`src/rtl/rsa_pkg.sv`:
```
// rtl/rsa_pkg.sv - shared widths and state encoding for the RSA reduction datapath
package rsa_pkg;

  localparam int PROD_W = 128;
  localparam int MOD_W  = 64;

  typedef enum logic [1:0] {
    IDLE = 2'd0,
    RUN  = 2'd1,
    DONE = 2'd2
  } red_state_t;

endpackage

```
`src/rtl/mod_reduce_seq_cond_sub.sv`:
```
// rtl/mod_reduce_seq_cond_sub.sv - combinational compare-and-subtract step of restoring reduction
module cond_sub #(
  parameter int W = rsa_pkg::MOD_W + 1
) (
  input  logic [W-1:0] t,
  input  logic [W-1:0] m,
  output logic [W-2:0] t_next
);

  // The caller keeps t < 2*m, so the remainder always fits in W-1 bits and
  // the dropped top bit of the difference is known to be zero.
  assign t_next = (t >= m) ? (W-1)'(t - m) : t[W-2:0];

endmodule

```
`src/rtl/mod_reduce_seq.sv`:
```
// rtl/mod_reduce_seq.sv - bit-serial restoring reduction of a product modulo a modulus
module mod_reduce_seq #(
  parameter int PROD_W = rsa_pkg::PROD_W,
  parameter int MOD_W  = rsa_pkg::MOD_W
) (
  input  logic              clk,
  input  logic              reset,
  input  logic              start,
  input  logic [PROD_W-1:0] product,
  input  logic [MOD_W-1:0]  modulus,
  output logic              busy,
  output logic              done,
  output logic              err,
  output logic [MOD_W-1:0]  result
);

  import rsa_pkg::*;

  localparam int CNT_W = $clog2(PROD_W);

  red_state_t        state_q, state_d;
  logic [PROD_W-1:0] p_q, p_d;
  logic [MOD_W-1:0]  m_q, m_d;
  // The partial remainder stays below the modulus after every step, so its
  // MOD_W+1-th bit is always zero and is not stored.
  logic [MOD_W-1:0]  r_q, r_d;
  logic [CNT_W-1:0]  cnt_q, cnt_d;
  logic              err_q, err_d;
  logic [MOD_W-1:0]  result_q, result_d;

  logic [MOD_W:0]    t_cur;
  logic [MOD_W-1:0]  t_next;

  // Shift the next product bit (MSB first) into the partial remainder.
  assign t_cur = {r_q, p_q[PROD_W-1]};

  cond_sub #(
    .W(MOD_W + 1)
  ) u_cond_sub (
    .t      (t_cur),
    .m      ({1'b0, m_q}),
    .t_next (t_next)
  );

  // State and datapath registers; reset aborts any reduction in flight.
  always_ff @(posedge clk) begin
    if (reset) begin
      state_q  <= IDLE;
      p_q      <= '0;
      m_q      <= '0;
      r_q      <= '0;
      cnt_q    <= '0;
      err_q    <= 1'b0;
      result_q <= '0;
    end else begin
      state_q  <= state_d;
      p_q      <= p_d;
      m_q      <= m_d;
      r_q      <= r_d;
      cnt_q    <= cnt_d;
      err_q    <= err_d;
      result_q <= result_d;
    end
  end

  // Next-state logic: accept in IDLE, one product bit per RUN cycle, one DONE cycle.
  always_comb begin
    state_d  = state_q;
    p_d      = p_q;
    m_d      = m_q;
    r_d      = r_q;
    cnt_d    = cnt_q;
    err_d    = err_q;
    result_d = result_q;
    case (state_q)
      IDLE: begin
        if (start) begin
          p_d   = product;
          m_d   = modulus;
          r_d   = '0;
          cnt_d = CNT_W'(PROD_W - 1);
          err_d = 1'b0;
          if (modulus == '0) begin
            err_d    = 1'b1;
            result_d = '0;
            state_d  = DONE;
          end else begin
            state_d = RUN;
          end
        end
      end
      RUN: begin
        r_d   = t_next;
        p_d   = {p_q[PROD_W-2:0], 1'b0};
        cnt_d = cnt_q - CNT_W'(1);
        if (cnt_q == '0) begin
          result_d = t_next;
          state_d  = DONE;
        end
      end
      DONE: begin
        state_d = IDLE;
      end
      default: begin
        state_d = IDLE;
      end
    endcase
  end

  assign busy   = (state_q == RUN);
  assign done   = (state_q == DONE);
  assign err    = err_q;
  assign result = result_q;

endmodule

```
`config.mk`:
```
export PLATFORM = sky130hd
export DESIGN_NAME = mod_reduce_seq
export DESIGN_NICKNAME = d
export VERILOG_FILES = /design/src/rtl/rsa_pkg.sv /design/src/rtl/mod_reduce_seq_cond_sub.sv /design/src/rtl/mod_reduce_seq.sv
export SDC_FILE = /design/constraint.sdc
export NUM_CORES = 1
export LEC_CHECK = 0
export ABC_AREA = 1
export ABC_CLOCK_PERIOD_IN_PS = 2550
export CAP_MARGIN = 40
export CORE_MARGIN = 5
export CORE_UTILIZATION = 45
export CTS_CLUSTER_SIZE = 8
export DETAILED_ROUTE_END_ITERATION = 6
export PLACE_DENSITY = 0.63
export SLEW_MARGIN = 40
export SYNTH_ARGS = -nofsm -noshare
export SYNTH_HDL_FRONTEND = slang
export SYNTH_SLANG_ARGS = --single-unit
```
`constraint.sdc`:
```
create_clock -name clk -period 2.55 [get_ports clk]
set_input_delay 0.255 -clock clk [delete_from_list [all_inputs] [get_ports clk]]
set_output_delay 0.255 -clock clk [all_outputs]
set_load 0.05 [all_outputs]
```
==> flow_summary.json <==
{
  "holdPathStages": 3,
  "power.density_nw_per_um2": 839,
  "htreeDepth": 2,
  "crit_slowest_cell": "dfxtp_2",
  "path_cells": "inv_1, ha_4, a21o_1, a21boi_2, nand2_1, a21oi_2, nand2_2, nor2_4, buf_12, buf_12, nand3_1, nand2_1, inv_1, nand2_1, a21oi_1",
  "synth_edf_count": 0,
  "grt_max_degree": 148,
  "arrival_ns": 2.87,
  "viasPerCell": 5.13,
  "syn_avg_cell_area_um2": 6.23,
  "dieArea_um2": 48600,
  "min_from": "product[0]",
  "slew_violations": 0,
  "period_minus_slack_ns": 2.44,
  "worst_slack_ns": 0.112,
  "synth.ff_latch_count": 330,
  "multiInputGateArea_um2": 11900,
  "clk_latency_ns": 0.59,
  "p_total_w": 0.0224,
  "intPower_w": 0.0134,
  "coreArea_um2": 44000,
  "swShare": 0.399,
  "die_w_um": 221,
  "antenna_found_initial": 0,
  "worst-path-max-fanout": 10,
  "ios": 262,
  "first_global_vias": 19924,
  "worstRegToRegCells": 15,
  "grt_pass1_wl_mm": 105,
  "fin_tns_setup_ns": 0,
  "drt-total-wl_mm": 68.7,
  "share_seq_of_total_power": 0.275,
  "combPwrFrac": 0.471,
  "syn_to_final_growth_pct": 33.6,
  "syn_area_um2": 19900,
  "synth_cell_type_count": 41,
  "timing.critical_path.max_delay_family": "simple AND/OR/NAND/NOR gates",
  "p_clk_frac": 0.254,
  "finalHoldViolCount": 0,
  "vias": 21181,
  "die-height_um": 221,
  "crit_top_cell": "nand2_1",
  "finClkSkew_ns": 0.0161,
  "drv_cap": 0,
  "leakagePower_nw": 12.5,
  "ff_latch_area_um2": 6610,
  "synthFlopType": "dfxtp_1",
  "p_sw_w": 0.00892,
  "cts_tree": "done",
  "worst_pin_slew_ns": 0.798,
  "portBuffers": 261,
  "maxSlewHeadroom": 0.468,
  "drcViolationCount": 0,
  "drt_pass1_iterations": 6,
  "seq_area_frac_synth": 0.331,
  "grt_overflow_total": 0,
  "clk_pin_slew_ns": 0.06,
  "required_ns": 2.99,
  "wl_per_cell_um": 16.6,
  "core.rowCount": 77,
  "initial_core_util": 0.453,
  "antenna_cells": 0,
  "period_share": 0.956,
  "cts_sinks": 330,
  "critPathBufInv": 4,
  "layout.nets": 3795,
  "crit_cells": 15,
  "gr-usage-all-layers": 0.266,
  "crit_path_start_kind": "flop",
  "drive_gt1_frac": 0.137,
  "dpl_worst_slack_ns": -0.261,
  "end_kind": "flop",
  "reg2reg_from": "m_q[54]",
  "numCtsBuffers": 47,
  "cpPeakStageDelay_ns": 0.33,
  "status": "finished, final reports clean",
  "yosysWarnings": 0,
  "final-setup-viol-count": 0,
  "drtAntennaViolNets": 0,
  "gp_congestion": 0.990,
  "cts_root_buffer": "clkbuf_16",
  "netlist_instances": 3203,
  "fillers": 4215,
  "drt_iter0_drc": 1321,
  "clockBufferDepth": 3,
  "worstSetupPathType": "reg -> reg",
  "ir_drop_uv": 446,
  "max_freq_mhz": 410,
  "async_flop_share": 0,
  "hold_class": "in -> reg",
  "synth_nets": 3465,
  "critPathLaunch": "m_q[54]",
  "dp_hpwl_mm": 50.8
}
==> flip-flops by register name, summed over array words and instances (netlist names) <==
signal,flops
err,1
cnt_q,7
r_q,64
state_q,2
result,64
p_q,128
m_q,64
==> Yosys cell counts (4+ instances only) <==
cell type	n	area [um^2]
nand2_1	1104	4140
inv_1	499	1870
dfxtp_1	330	6610
a21oi_1	245	1230
o21ai_0	208	1040
a31oi_1	128	801
nand3_1	123	616
clkbuf_1	117	439
nor2_1	111	417
ha_1	66	826
nand3b_1	53	398
xnor2_1	28	245
nand4_1	26	163
nand2_2	21	131
inv_2	18	67.6
buf_2	16	80.1
nor4_1	13	81.3
nand3_2	12	120
nor2_2	12	75.1
nor3_1	12	60.1
buf_6	11	124
nor2_4	8	90.1
o21bai_1	7	52.6
buf_1	5	18.8
buf_4	4	30.0
==> worst reg2reg max path: stages (launching register included) <==
cell,delay (ns)
dfxtp_2,0.33
inv_1,0.07
ha_4,0.26
a21o_1,0.19
a21boi_2,0.17
nand2_1,0.08
a21oi_2,0.14
nand2_2,0.10
nor2_4,0.24
buf_12,0.19
buf_12,0.16
nand3_1,0.10
nand2_1,0.08
inv_1,0.05
nand2_1,0.07
a21oi_1,0.07
==> layer usage <==
metal,vias up,GRT usage,routed length (um)
met5,-,0,0
met4,0,0.0798,2310
met3,128,0.0450,3790
met2,561,0.454,32300
met1,9750,0.346,30300
li1,10742,-,-
==> area by class of cell <==
class                           instances  share of cell area
Multi-Input combinational cell       2202               0.445
Sequential cell                       330               0.248
Timing Repair Buffer                  434               0.157
Inverter                              518              0.0734
Clock buffer                           50              0.0454
Tap cell                              592              0.0278
Clock inverter                          3             0.00300
==> power groups by stage <==
stage / clock (W) / sequential (W) / combinational, W
detailed placement: 0 / 0.00617 / 0.00930
global route: 0.00603 / 0.00619 / 0.0115
CTS: 0.00580 / 0.00609 / 0.00943
finish: 0.00568 / 0.00614 / 0.0105
floorplan: 0 / 0.00636 / 0.00560
global placement: 0 / 0.00615 / 0.00925
==> worst paths after layout <==
path / to / slack, ns
max reg2reg: r_q[50] / 0.11
min: p_q[0] / 0.23
max: r_q[50] / 0.11
min reg2reg: p_q[50] / 0.47
==> stage by stage <==
stage	cell area (um^2)	util	cells	hold WS [ns]
finish	26600	0.605	4129	0.235
global route	26600	0.605	4129	0.239
CTS	25400	0.577	4112	0.216
detailed placement	24000	0.545	4058	0.468
global placement	24000	0.545	4058	0.458
floorplan	19900	-	3203	0.383
==> placed cells by master, fill, tap and decap left out, types with 23 or more instances in the layout <==
| cell | instances |
|---|---|
| xnor2_1 | 28 |
| dfxtp_1 | 325 |
| nand3b_1 | 53 |
| nand2_1 | 1057 |
| buf_4 | 150 |
| clkdlybuf4s50_1 | 259 |
| ha_4 | 59 |
| nand2_2 | 65 |
| a21oi_1 | 227 |
| nor2_4 | 23 |
| o21ai_0 | 207 |
| nand3_1 | 114 |
| clkbuf_16 | 52 |
| inv_1 | 490 |
| nand4_1 | 26 |
| nor2_1 | 90 |
| inv_2 | 24 |
| a31oi_1 | 128 |
==> kinds of logic (layout without fill, tap and decap cells) <==
| kind of cell | count (synthesis) | count (layout) | share of synthesized area |
|---|---|---|---|
| and+or+nand+nor | 1508 | 1508 | 0.321 |
| xor gates and xnor gates | 31 | 31 | 0.0136 |
| DFF | 330 | 330 | 0.331 |
| adders and majority gates | 67 | 67 | 0.0424 |
| buffers and inverters | 671 | 1005 | 0.132 |
| AOI/OAI and AO/OA | 596 | 596 | 0.160 |
==> what timing repair did <==
action | CTS | global route
hold buffers | 0 | 0
buffers inserted | 1 | 13
gates cloned | 0 | 4
resized for setup | 21 | 184
setup endpoints to repair | 54 | 128
pin swaps | 1 | 24
(Power assumes the default switching activity.)
